<file path="src/rtl/inert_ctrl_if.sv">
// Bundle between inert_ctrl, the shared SPI master and inertial_integrator.
// master = the sequencer side; slave = the SPI master / consumer side.
interface inert_ctrl_if;
    localparam int unsigned WORD_W = 16;

    logic              INT;
    logic              done;
    logic [WORD_W-1:0] rd_data;
    logic              wrt;
    logic [WORD_W-1:0] cmd;
    logic              vld;
    logic [WORD_W-1:0] ptch_rt;
    logic [WORD_W-1:0] AZ;

    modport master (
        input  INT, done, rd_data,
        output wrt, cmd, vld, ptch_rt, AZ
    );

    modport slave (
        output INT, done, rd_data,
        input  wrt, cmd, vld, ptch_rt, AZ
    );
endinterface

</file>
<file path="src/rtl/inert_ctrl.sv">
// IMU sequencer: power-up wait, 4 SPI config writes, then on each data-ready
// interrupt 4 SPI reads assembled into ptch_rt/AZ with a one-cycle vld pulse.
module inert_ctrl #(
    parameter int unsigned INIT_WAIT_BITS = 16
) (
    input  logic         clk,
    input  logic         rst,
    inert_ctrl_if.master bus
);
    localparam int unsigned NXFER  = 4;
    localparam int unsigned IDX_W  = 2;
    localparam int unsigned BYTE_W = 8;
    localparam int unsigned CMD_W  = 16;

    localparam logic [INIT_WAIT_BITS-1:0] TIMER_LAST = '1;
    localparam logic [INIT_WAIT_BITS-1:0] TIMER_PRE  = TIMER_LAST - INIT_WAIT_BITS'(1);

    typedef enum logic [2:0] {
        S_INIT_WAIT,
        S_WR,
        S_WR_WAIT,
        S_WAIT_INT,
        S_RD,
        S_RD_WAIT,
        S_VLD
    } state_t;

    function automatic logic [CMD_W-1:0] init_cmd(input logic [IDX_W-1:0] i);
        case (i)
            2'd0:    init_cmd = 16'h0D02;
            2'd1:    init_cmd = 16'h1053;
            2'd2:    init_cmd = 16'h1150;
            default: init_cmd = 16'h1460;
        endcase
    endfunction

    // Read order: pitch L, pitch H, AZ L, AZ H.
    function automatic logic [CMD_W-1:0] rd_cmd(input logic [IDX_W-1:0] i);
        case (i)
            2'd0:    rd_cmd = 16'hA200;
            2'd1:    rd_cmd = 16'hA300;
            2'd2:    rd_cmd = 16'hAC00;
            default: rd_cmd = 16'hAD00;
        endcase
    endfunction

    state_t                           state;
    logic [INIT_WAIT_BITS-1:0]        timer;
    logic [IDX_W-1:0]                 idx;
    logic [NXFER-1:0][BYTE_W-1:0]     rd_bytes;
    logic                             int_s1;
    logic                             int_s2;
    logic                             last_xfer;
    logic                             done_ok;
    logic                             unused_hi;

    assign last_xfer = (idx == IDX_W'(NXFER - 1));
    // A done coinciding with our own start pulse cannot belong to this transaction.
    assign done_ok   = bus.done && !bus.wrt;
    assign unused_hi = ^bus.rd_data[CMD_W-1:BYTE_W];

    always_ff @(posedge clk or posedge rst) begin
        if (rst) begin
            state       <= S_INIT_WAIT;
            timer       <= '0;
            idx         <= '0;
            rd_bytes    <= '0;
            int_s1      <= 1'b0;
            int_s2      <= 1'b0;
            bus.wrt     <= 1'b0;
            bus.cmd     <= '0;
            bus.vld     <= 1'b0;
            bus.ptch_rt <= '0;
            bus.AZ      <= '0;
        end else begin
            int_s1  <= bus.INT;
            int_s2  <= int_s1;
            bus.wrt <= 1'b0;
            bus.vld <= 1'b0;
            case (state)
                S_INIT_WAIT: begin
                    if (timer != TIMER_LAST) timer <= timer + INIT_WAIT_BITS'(1);
                    if (timer == TIMER_PRE || timer == TIMER_LAST) state <= S_WR;
                end
                S_WR: begin
                    bus.wrt <= 1'b1;
                    bus.cmd <= init_cmd(idx);
                    state   <= S_WR_WAIT;
                end
                S_WR_WAIT: begin
                    if (done_ok) begin
                        if (last_xfer) begin
                            idx   <= '0;
                            state <= S_WAIT_INT;
                        end else begin
                            idx   <= idx + IDX_W'(1);
                            state <= S_WR;
                        end
                    end
                end
                S_WAIT_INT: begin
                    if (int_s2) state <= S_RD;
                end
                S_RD: begin
                    bus.wrt <= 1'b1;
                    bus.cmd <= rd_cmd(idx);
                    state   <= S_RD_WAIT;
                end
                S_RD_WAIT: begin
                    if (done_ok) begin
                        rd_bytes[idx] <= bus.rd_data[BYTE_W-1:0];
                        if (last_xfer) begin
                            idx   <= '0;
                            state <= S_VLD;
                        end else begin
                            idx   <= idx + IDX_W'(1);
                            state <= S_RD;
                        end
                    end
                end
                S_VLD: begin
                    bus.vld     <= 1'b1;
                    bus.ptch_rt <= {rd_bytes[1], rd_bytes[0]};
                    bus.AZ      <= {rd_bytes[3], rd_bytes[2]};
                    state       <= S_WAIT_INT;
                end
                default: state <= S_INIT_WAIT;
            endcase
        end
    end
endmodule

</file>
<file path="src/flat_wrapper.sv">
// flat-port wrapper written by rule: the top's interface ports become plain ports
module inert_ctrl_flat 
#(
    parameter int unsigned INIT_WAIT_BITS = 16
)
  (clk, rst, bus_INT, bus_done, bus_rd_data, bus_wrt, bus_cmd, bus_vld, bus_ptch_rt, bus_AZ);
  inert_ctrl_if bus_i ();
  input  logic clk;
  input  logic rst;
  input wire logic [$bits(bus_i.INT)-1:0] bus_INT;
  input wire logic [$bits(bus_i.done)-1:0] bus_done;
  input wire logic [$bits(bus_i.rd_data)-1:0] bus_rd_data;
  output wire logic [$bits(bus_i.wrt)-1:0] bus_wrt;
  output wire logic [$bits(bus_i.cmd)-1:0] bus_cmd;
  output wire logic [$bits(bus_i.vld)-1:0] bus_vld;
  output wire logic [$bits(bus_i.ptch_rt)-1:0] bus_ptch_rt;
  output wire logic [$bits(bus_i.AZ)-1:0] bus_AZ;
  assign bus_i.INT = bus_INT;
  assign bus_i.done = bus_done;
  assign bus_i.rd_data = bus_rd_data;
  assign bus_wrt = bus_i.wrt;
  assign bus_cmd = bus_i.cmd;
  assign bus_vld = bus_i.vld;
  assign bus_ptch_rt = bus_i.ptch_rt;
  assign bus_AZ = bus_i.AZ;
  inert_ctrl #(.INIT_WAIT_BITS(INIT_WAIT_BITS)) u_core (.clk(clk), .rst(rst), .bus(bus_i));
endmodule
</file>
<file path="config.mk">
export PLATFORM = sky130hd
export DESIGN_NAME = inert_ctrl_flat
export DESIGN_NICKNAME = d
export VERILOG_FILES = /design/src/rtl/inert_ctrl_if.sv /design/src/rtl/inert_ctrl.sv /design/src/flat_wrapper.sv
export SDC_FILE = /design/constraint.sdc
export NUM_CORES = 1
export LEC_CHECK = 0
export ABC_AREA = 0
export BUFFER_PORTS_ARGS = -buffer_cell sky130_fd_sc_hd__buf_2
export CAP_MARGIN = 20
export CORE_MARGIN = 2
export CORE_UTILIZATION = 45
export CTS_CLUSTER_SIZE = 28
export DETAILED_ROUTE_END_ITERATION = 16
export GPL_ROUTABILITY_DRIVEN = 0
export HOLD_SLACK_MARGIN = 0.15
export MAX_ROUTING_LAYER = met4
export PLACE_DENSITY_LB_ADDON = 0.08
export SKIP_LAST_GASP = 1
export SLEW_MARGIN = 20
export SYNTH_ARGS = -nofsm -noshare
export SYNTH_HDL_FRONTEND = slang
export SYNTH_SLANG_ARGS = --single-unit
</file>
<file path="constraint.sdc">
create_clock -name clk -period 3.7 [get_ports clk]
set_clock_uncertainty 0.2 [all_clocks]
set_input_delay 0.37 -clock clk [delete_from_list [all_inputs] [get_ports clk]]
set_output_delay 0.37 -clock clk [all_outputs]
set_load 0.02 [all_outputs]
</file>
==> summary.txt, run 1 <==
Synth
  • Netlist area before placement: 4130 um^2
  • Top cell type by total area after synthesis: sky130_fd_sc_hd__dfrtp_1
  • Number of enable-type register cells in the synthesized netlist: 0
  • Most numerous cell in the Yosys netlist: sky130_fd_sc_hd__nand2_1
  • Number of distinct library cells after synthesis: 46
  • Avg Inst Size Synth: 11.2 um^2
  • Asr flop ratio synth: 100%
  • Gate count after technology mapping: 367
  • Seq cells post-synth: between 90 and 100
  • Sequential share of the synthesized area: ~60%
  • Share of the synthesized area in the top cell type: 60.0%
  • Top FF cell, synth: sky130_fd_sc_hd__dfrtp_1
  • Syn. warnings: 0
  • Leading cell types by count after synthesis: 109 x sky130_fd_sc_hd__nand2_1, 99 x sky130_fd_sc_hd__dfrtp_1, 34 x sky130_fd_sc_hd__mux2_2
  • Leading post-synthesis cells by cell area: sky130_fd_sc_hd__dfrtp_1 60%, sky130_fd_sc_hd__nand2_1 9.9%, sky130_fd_sc_hd__mux2_2 9.3%

Worst setup path
  • Type of origin of the critical path: flip-flop
  • Worst Setup End Kind: flip-flop
  • Required @ worst endpoint: 3740 ps
  • Register-to-Register Setup Slack: 1340 ps
  • Type of the worst setup path: flip-flop to flip-flop
  • Data arrival time of the critical path: between 2000 and 2500 ps
  • Worst-path maximum fanout: 14

Layout
  • Number of nets at the end of the flow: 464
  • Area Overhead vs Synth: 17.4%
  • Ant diodes: 0
  • Fraction of layout cells with a size suffix above 1: 26.4%
  • Fill cell instance count of the final layout: 790
  • Number of standard cells in the final layout excluding fillers: 548

Timing
  • Unrepaired setup endpoints after global routing: false
  • Final hold viol count: 0
  • Timing-limited maximum frequency: between 400 and 500 MHz
  • Total of endpoints with negative setup slack in the final report: 0
  • Tmin final: 2360 ps
  • Final count of pins violating max slew: 0
  • Worst-margin pin slew: 722 ps
  • Max-slew headroom: 51.8%
  • Sum Neg Setup Slack: 0 ps
  • Crit share post-route: between 60% and 70%
  • Final-layout worst hold slack: 155 ps

Place
  • # placed instances: 522
  • Sum of net half-perimeters after detailed placement: 5.13 mm
  • Port-buffer cells: 57

Route
  • Vias per Instance: 5.09
  • Initial DRC count: 85
  • Post-DR wirelength/cell: 14.0 um
  • Wire length after detailed routing: 7.66 mm
  • Antenna-violating nets left: 0
  • Router iterations before antenna repair: 4
  • Total via count in the routed design: 2,792
  • DRC Markers: 0

Power and ir drop
  • Final total power: 3.17 mW
  • Power share of the sequential group: 48.1%
  • VDD IR max: 0.357 mV
  • Power per unit of standard cell area: 654 nW/um^2
  • Clock share of power: 23.5%
  • Internal Dissipation: 2.09 mW
  • Switching part of the total power: 34.1%
  • Leakage: approximately 2.6 nW
  • Part of the power in combinational logic: 28.4%
  • Switching power summed over all nets: 1.08 mW

Clocking
  • Htree depth: 3
  • Clock slew at reported path FFs: 90 ps
  • Master cell of the clock root buffer: sky130_fd_sc_hd__clkbuf_8
  • TritonCTS clock tree: built
  • Total clock buffers created by CTS: 9
  • Clock network latency to the later pin of the worst-skew pair: roughly 350 ps
  • Cts repair resizes: 0
  • CTS Sinks: 99
  • Buffers from clock root to sink, at most: 2

Run status
  • Result of the run: completed

Flow run
  • Number of max-cap violations: 0

Floorplanning
  • Core box area: 8810 um^2
  • Die X-Extent: 99.8 um
  • Starting density of the core: 46.9%
  • Die Area: 9950 um^2
  • # IOs: 70
  • Row count: 34
  • Chip height: 99.8 um

Global routing
  • GRT Residual Overflow: 0
  • Pin count of the biggest net entering global routing: 61
  • First-pass GRT wire length: 13.1 mm
  • Global-route usage over all layers: 17.2%
  • Antenna violations before repair: 0
  • Number of global-route vias before repair: 2,777

Hold path
  • Class of the tightest hold or removal check: flip-flop to flip-flop
## routing by layer
metal  wire, um  share of wire [%]  global-route usage, %  vias to the layer above
met3        208                2.7                   2.81                       11
met4         99                1.3                   6.95                        0
met1       3590                 47                   21.7                     1375
met5          0                  0                      -                        -
met2       3760                 49                   27.8                       43
li1           -                  -                      -                     1363
## state kept, by name, summed over array words and instances (netlist names), 2 cells and up
signal / count
u_core.idx: 2
u_core.bus.cmd: 10
u_core.bus.ptch_rt: 16
u_core.rd_bytes: 32
u_core.state: 3
u_core.bus.AZ: 16
u_core.timer: 16
## cell type report
| cell class | instances | area [um^2] | area share [%] |
|---|---|---|---|
| Sequential cell | 99 | 2480 | 51.1 |
| Multi-Input combinational cell | 247 | 1550 | 31.9 |
| Inverter | 7 | 28.8 | 0.594 |
| Timing Repair Buffer | 72 | 443 | 9.14 |
| Clock inverter | 6 | 88.8 | 1.83 |
| Tap cell | 108 | 135 | 2.79 |
| Clock buffer | 9 | 124 | 2.56 |
## through the flow
| step | cell area, um^2 | utilization, % | worst slack, ps |
|---|---|---|---|
| after floorplan | 4140 | - | 540 |
| after global placement | 4500 | 51.1 | 1320 |
| after detailed placement | 4500 | 51.1 | 1310 |
| after CTS | 4820 | 54.7 | 1320 |
| after global routing | 4840 | 55.0 | 1260 |
| final | 4840 | 55.0 | 1340 |
## critical path, cell delays in order, from the launching register on
cell	delay [ps]
sky130_fd_sc_hd__dfrtp_1	520
sky130_fd_sc_hd__or3_1	570
sky130_fd_sc_hd__nor3_4	340
sky130_fd_sc_hd__or4b_1	480
sky130_fd_sc_hd__xnor2_1	140
## cells in the final DEF, fill, tap and decap left out, types with 2 or more instances in the layout
cell / Yosys / layout
sky130_fd_sc_hd__bufinv_16: 0 / 2
sky130_fd_sc_hd__nor3_1: 3 / 3
sky130_fd_sc_hd__mux2_1: 2 / 2
sky130_fd_sc_hd__mux2_2: 34 / 34
sky130_fd_sc_hd__nand4b_1: 2 / 2
sky130_fd_sc_hd__nand4_1: 6 / 6
sky130_fd_sc_hd__a31oi_1: 3 / 3
sky130_fd_sc_hd__inv_1: 7 / 6
sky130_fd_sc_hd__buf_2: 1 / 57
sky130_fd_sc_hd__and3_1: 3 / 3
sky130_fd_sc_hd__conb_1: 1 / 4
sky130_fd_sc_hd__mux2i_1: 2 / 2
sky130_fd_sc_hd__dlygate4sd3_1: 0 / 10
sky130_fd_sc_hd__buf_4: 6 / 4
sky130_fd_sc_hd__clkbuf_8: 0 / 9
sky130_fd_sc_hd__a22o_1: 3 / 3
sky130_fd_sc_hd__dfrtp_1: 99 / 99
sky130_fd_sc_hd__nand2b_1: 3 / 3
sky130_fd_sc_hd__a21oi_1: 4 / 4
sky130_fd_sc_hd__ha_1: 8 / 8
sky130_fd_sc_hd__xnor2_1: 10 / 10
sky130_fd_sc_hd__clkinvlp_4: 0 / 2
sky130_fd_sc_hd__o31ai_1: 2 / 2
sky130_fd_sc_hd__nor2b_1: 2 / 2
sky130_fd_sc_hd__o21ai_0: 10 / 10
sky130_fd_sc_hd__o2bb2ai_1: 3 / 3
sky130_fd_sc_hd__nand2_1: 109 / 109
sky130_fd_sc_hd__nand3_1: 5 / 5
sky130_fd_sc_hd__nor2_1: 7 / 7
sky130_fd_sc_hd__nand3b_1: 4 / 4
## power by group through the flow
| stage | clock network, mW | logic (mW) | registers [mW] |
|---|---|---|---|
| after floorplan | 0 | 0.565 | 1.62 |
| after global placement | 0 | 0.886 | 1.54 |
| after detailed placement | 0 | 0.892 | 1.55 |
| after CTS | 0.771 | 0.905 | 1.52 |
| after global routing | 0.815 | 1.01 | 1.57 |
| final | 0.743 | 0.901 | 1.52 |
## logic make-up (layout without fill, tap and decap cells)
kind of cell               count (synthesis)  in the layout  synth area share, %
other                                      1              4               0.0909
DFF                                       99             99                 60.0
adders and majority gates                  8              8                 2.43
and+or+nand+nor                          154            154                 17.0
xor gates and xnor gates                  11             11                 2.33
AOI/OAI and AO/OA                         32             32                 5.09
buffers and inverters                     24             94                 2.76
muxes                                     38             38                 10.3
## worst paths after layout
check	startpoint	endpoint	cells after the start
worst max-delay path	u_core.state[1]$_DFFE_PP0P_	u_core.timer[9]$_DFFE_PP0P_	4
worst min-delay path	u_core.int_s1$_DFF_PP0_	u_core.int_s2$_DFF_PP0_	0
worst max register to register	u_core.state[1]$_DFFE_PP0P_	u_core.timer[9]$_DFFE_PP0P_	4
worst min register to register	u_core.int_s1$_DFF_PP0_	u_core.int_s2$_DFF_PP0_	0
max in group asynchronous	rst	u_core.bus.cmd[12]$_DFFE_PP0P_	4
min in group asynchronous	rst	u_core.bus.AZ[5]$_DFFE_PP0P_	3
## timing repair
| item | 4_1_cts | 5_1_grt |
|---|---|---|
| hold buffers | 10 | 0 |
| endpoints found under the hold margin | 91 | 0 |
| setup buffers | 0 | 0 |
| setup endpoints to repair | 0 | 0 |
Power figures use the tool's default switching activity.
==> inputs of run 2 (changes only) <==
clock period = 2.2 ns   (was 3.7 ns; I/O delays follow)
==> summary.txt, run 2 (synthesis gave the netlist of run 1 again) <==
Power and ir drop
  • VDD IR max: 0.626 mV (+75%)
  • Leakage: 2.60 nW (+0.87%)
  • Power per unit of standard cell area: 1090 nW/um^2 (+67%)

Worst setup path
  • Type of the worst setup path: flip-flop to flip-flop
  • Termination of the worst setup path: u_core.rd_bytes[14]$_DFFE_PP0P_
  • Data arrival time of the critical path: 2020 ps (-380 ps)
  • Chain of cells forming the critical path: buf_4 > nor2b_1 > and3_1 > nand2_1 > mux2_2
  • Type of origin of the critical path: flip-flop
  • CP peak stage delay: 410 ps (-160 ps)
  • Register-to-Register Setup Slack: 220 ps (-1120 ps)
  • CP Launch Point: u_core.state[2]$_DFFE_PP0P_
  • Worst-path maximum fanout: 12 (-2)
  • Reg-to-reg critical path endpoint: u_core.rd_bytes[14]$_DFFE_PP0P_
  • Required @ worst endpoint: 2240 ps (-1500 ps)
  • Crit Reg-Reg Startpoint: u_core.state[2]$_DFFE_PP0P_
  • Worst Reg-to-Reg Cells: 5 (+1)
  • Worst Setup End Kind: flip-flop
  • Cell with the largest stage delay on the worst path: sky130_fd_sc_hd__dfrtp_1

Route
  • Antenna-violating nets left: 0 (unchanged)
  • Wire length after detailed routing: 7.90 mm (+3.2%)
  • DRC Markers: 0 (unchanged)
  • Vias per Instance: 5.06 (-0.70%)
  • Initial DRC count: 98 (+15%)
  • Total via count in the routed design: 2,813 (+0.75%)
  • Post-DR wirelength/cell: 14.2 um (+1.7%)
  • Router iterations before antenna repair: 4 (unchanged)

Timing
  • Max-slew headroom: 64.1% (+12 points)
  • Crit share post-route: 90.1% (+26 points)
  • Timing-limited maximum frequency: 504 MHz (+19%)
  • Unrepaired setup endpoints after global routing: false
  • Final hold viol count: 0 (unchanged)
  • Tmin final: 1980 ps (-377 ps)
  • Worst-margin pin slew: 538 ps (-184 ps)
  • Final count of pins violating max slew: 0 (unchanged)
  • Sum Neg Setup Slack: 0 ps (unchanged)
  • Total of endpoints with negative setup slack in the final report: 0 (unchanged)

Flow run
  • Number of max-cap violations: 0 (unchanged)

Layout
  • Number of standard cells in the final layout excluding fillers: 556 (+1.5%)
  • Number of flip-flops in the largest register: 32 (unchanged)
  • Number of nets at the end of the flow: 471 (+1.5%)
  • Area Overhead vs Synth: 18.3%
  • Post-Layout Inst Area: 4880 um^2 (+0.77%)
  • Ant diodes: 0 (unchanged)
  • Fraction of layout cells with a size suffix above 1: 27.2% (+0.87 points)
  • Fill cell instance count of the final layout: 808 (+2.3%)
  • Top reg by flops: u_core.rd_bytes
  • Most frequent cells in the layout: 109 x sky130_fd_sc_hd__nand2_1, 99 x sky130_fd_sc_hd__dfrtp_1, 57 x sky130_fd_sc_hd__buf_2
  • Most common library cell in the layout ignoring fill and taps: sky130_fd_sc_hd__nand2_1

Floorplanning
  • # IOs: 70 (unchanged)
  • Die X-Extent: 99.8 um (unchanged)
  • Core box area: 8810 um^2 (unchanged)
  • Chip height: 99.8 um (unchanged)
  • Row count: 34 (unchanged)
  • Die Area: 9950 um^2 (unchanged)
  • Starting density of the core: 46.9% (unchanged)

Global routing
  • First-pass GRT wire length: 13.2 mm (+0.27%)
  • GRT Residual Overflow: 0 (unchanged)
  • Antenna violations before repair: 0 (unchanged)
  • Number of global-route vias before repair: 2,664 (-4.1%)
  • Global-route usage over all layers: 17.3% (+0.18 points)
  • Pin count of the biggest net entering global routing: 100 (+64%)

Clocking
  • Clock slew at reported path FFs: 90 ps (about the same)
  • CTS Sinks: 99 (unchanged)
  • Htree depth: 3 (unchanged)
  • Total clock buffers created by CTS: 9 (unchanged)
  • Clock network latency to the later pin of the worst-skew pair: 360 ps (about the same)
  • TritonCTS clock tree: built
  • Master cell of the clock root buffer: sky130_fd_sc_hd__clkbuf_8
  • Setup bufs post-CTS: 0 (unchanged)
  • Buffers from clock root to sink, at most: 2 (unchanged)

Place
  • # placed instances: 529 (+1.3%)
  • Port-buffer cells: 57 (unchanged)
  • Sum of net half-perimeters after detailed placement: 5.17 mm (+0.80%)
  • Total placed instance area: 4570 um^2 (+1.5%)

Run status
  • Result of the run: completed

Hold path
  • Class of the tightest hold or removal check: flip-flop to flip-flop
-- run 2: repair_timing --
action / 4_1_cts / 5_1_grt
gates resized for setup: 0 / 0
endpoints found under the setup margin: 0 / 0
hold endpoints to repair: 133 / 0
hold buffers: 11 / 0
-- run 2: layout make-up --
class	instances	area [um^2]	area share, %
well taps	108	135	2.77
multi-input cells	247	1550	31.7
clock buffers	10	128	2.61
flip-flops and latches	99	2480	50.8
inverters	7	30.0	0.615
clock inverters	6	73.8	1.51
repair buffers	79	490	10.0
-- run 2: per-stage QoR --
step / power, mW / util [%] / hold WS, ps / worst slack, ps
floorplan: 3.68 / - / 51.4 / 136
global placement: 4.14 / 51.9 / 129 / 217
detailed placement: 4.17 / 51.9 / 131 / 227
CTS: 5.39 / 55.4 / 158 / 211
global route: 5.70 / 55.4 / 179 / 83.2
finish: 5.33 / 55.4 / 156 / 217
-- run 2: report_power, final --
part / internal, mW / switching (mW)
registers: 2.24 / 0.264
logic: 0.671 / 0.953
clock network: 0.541 / 0.657
-- run 2: worst max-delay path, delay by kind of cell, from the launching register on --
family	cells	cell delay (ps)
simple gates	3	690
flops	1	410
mux	1	390
buf+inv	1	180
-- run 2: worst min-delay path by stage --
stage / start / cells after the start / to / slack, ps
after floorplan: bus_INT / 0 / u_core.int_s1$_DFF_PP0_ / 50
after global placement: bus_INT / 1 / u_core.int_s1$_DFF_PP0_ / 130
after detailed placement: bus_INT / 1 / u_core.int_s1$_DFF_PP0_ / 130
after CTS: u_core.int_s1$_DFF_PP0_ / 0 / u_core.int_s2$_DFF_PP0_ / 160
after global routing: u_core.int_s1$_DFF_PP0_ / 0 / u_core.int_s2$_DFF_PP0_ / 180
final: u_core.int_s1$_DFF_PP0_ / 0 / u_core.int_s2$_DFF_PP0_ / 160
-- run 2: layer usage --
metal / global-route usage, % / up-vias / part of all wire, %
li1: - / 1381 / -
met1: 23.2 / 1367 / 48
met2: 27.0 / 55 / 48
met3: 2.88 / 10 / 2.9
met4: 6.01 / 0 / 1.1
met5: - / - / 0
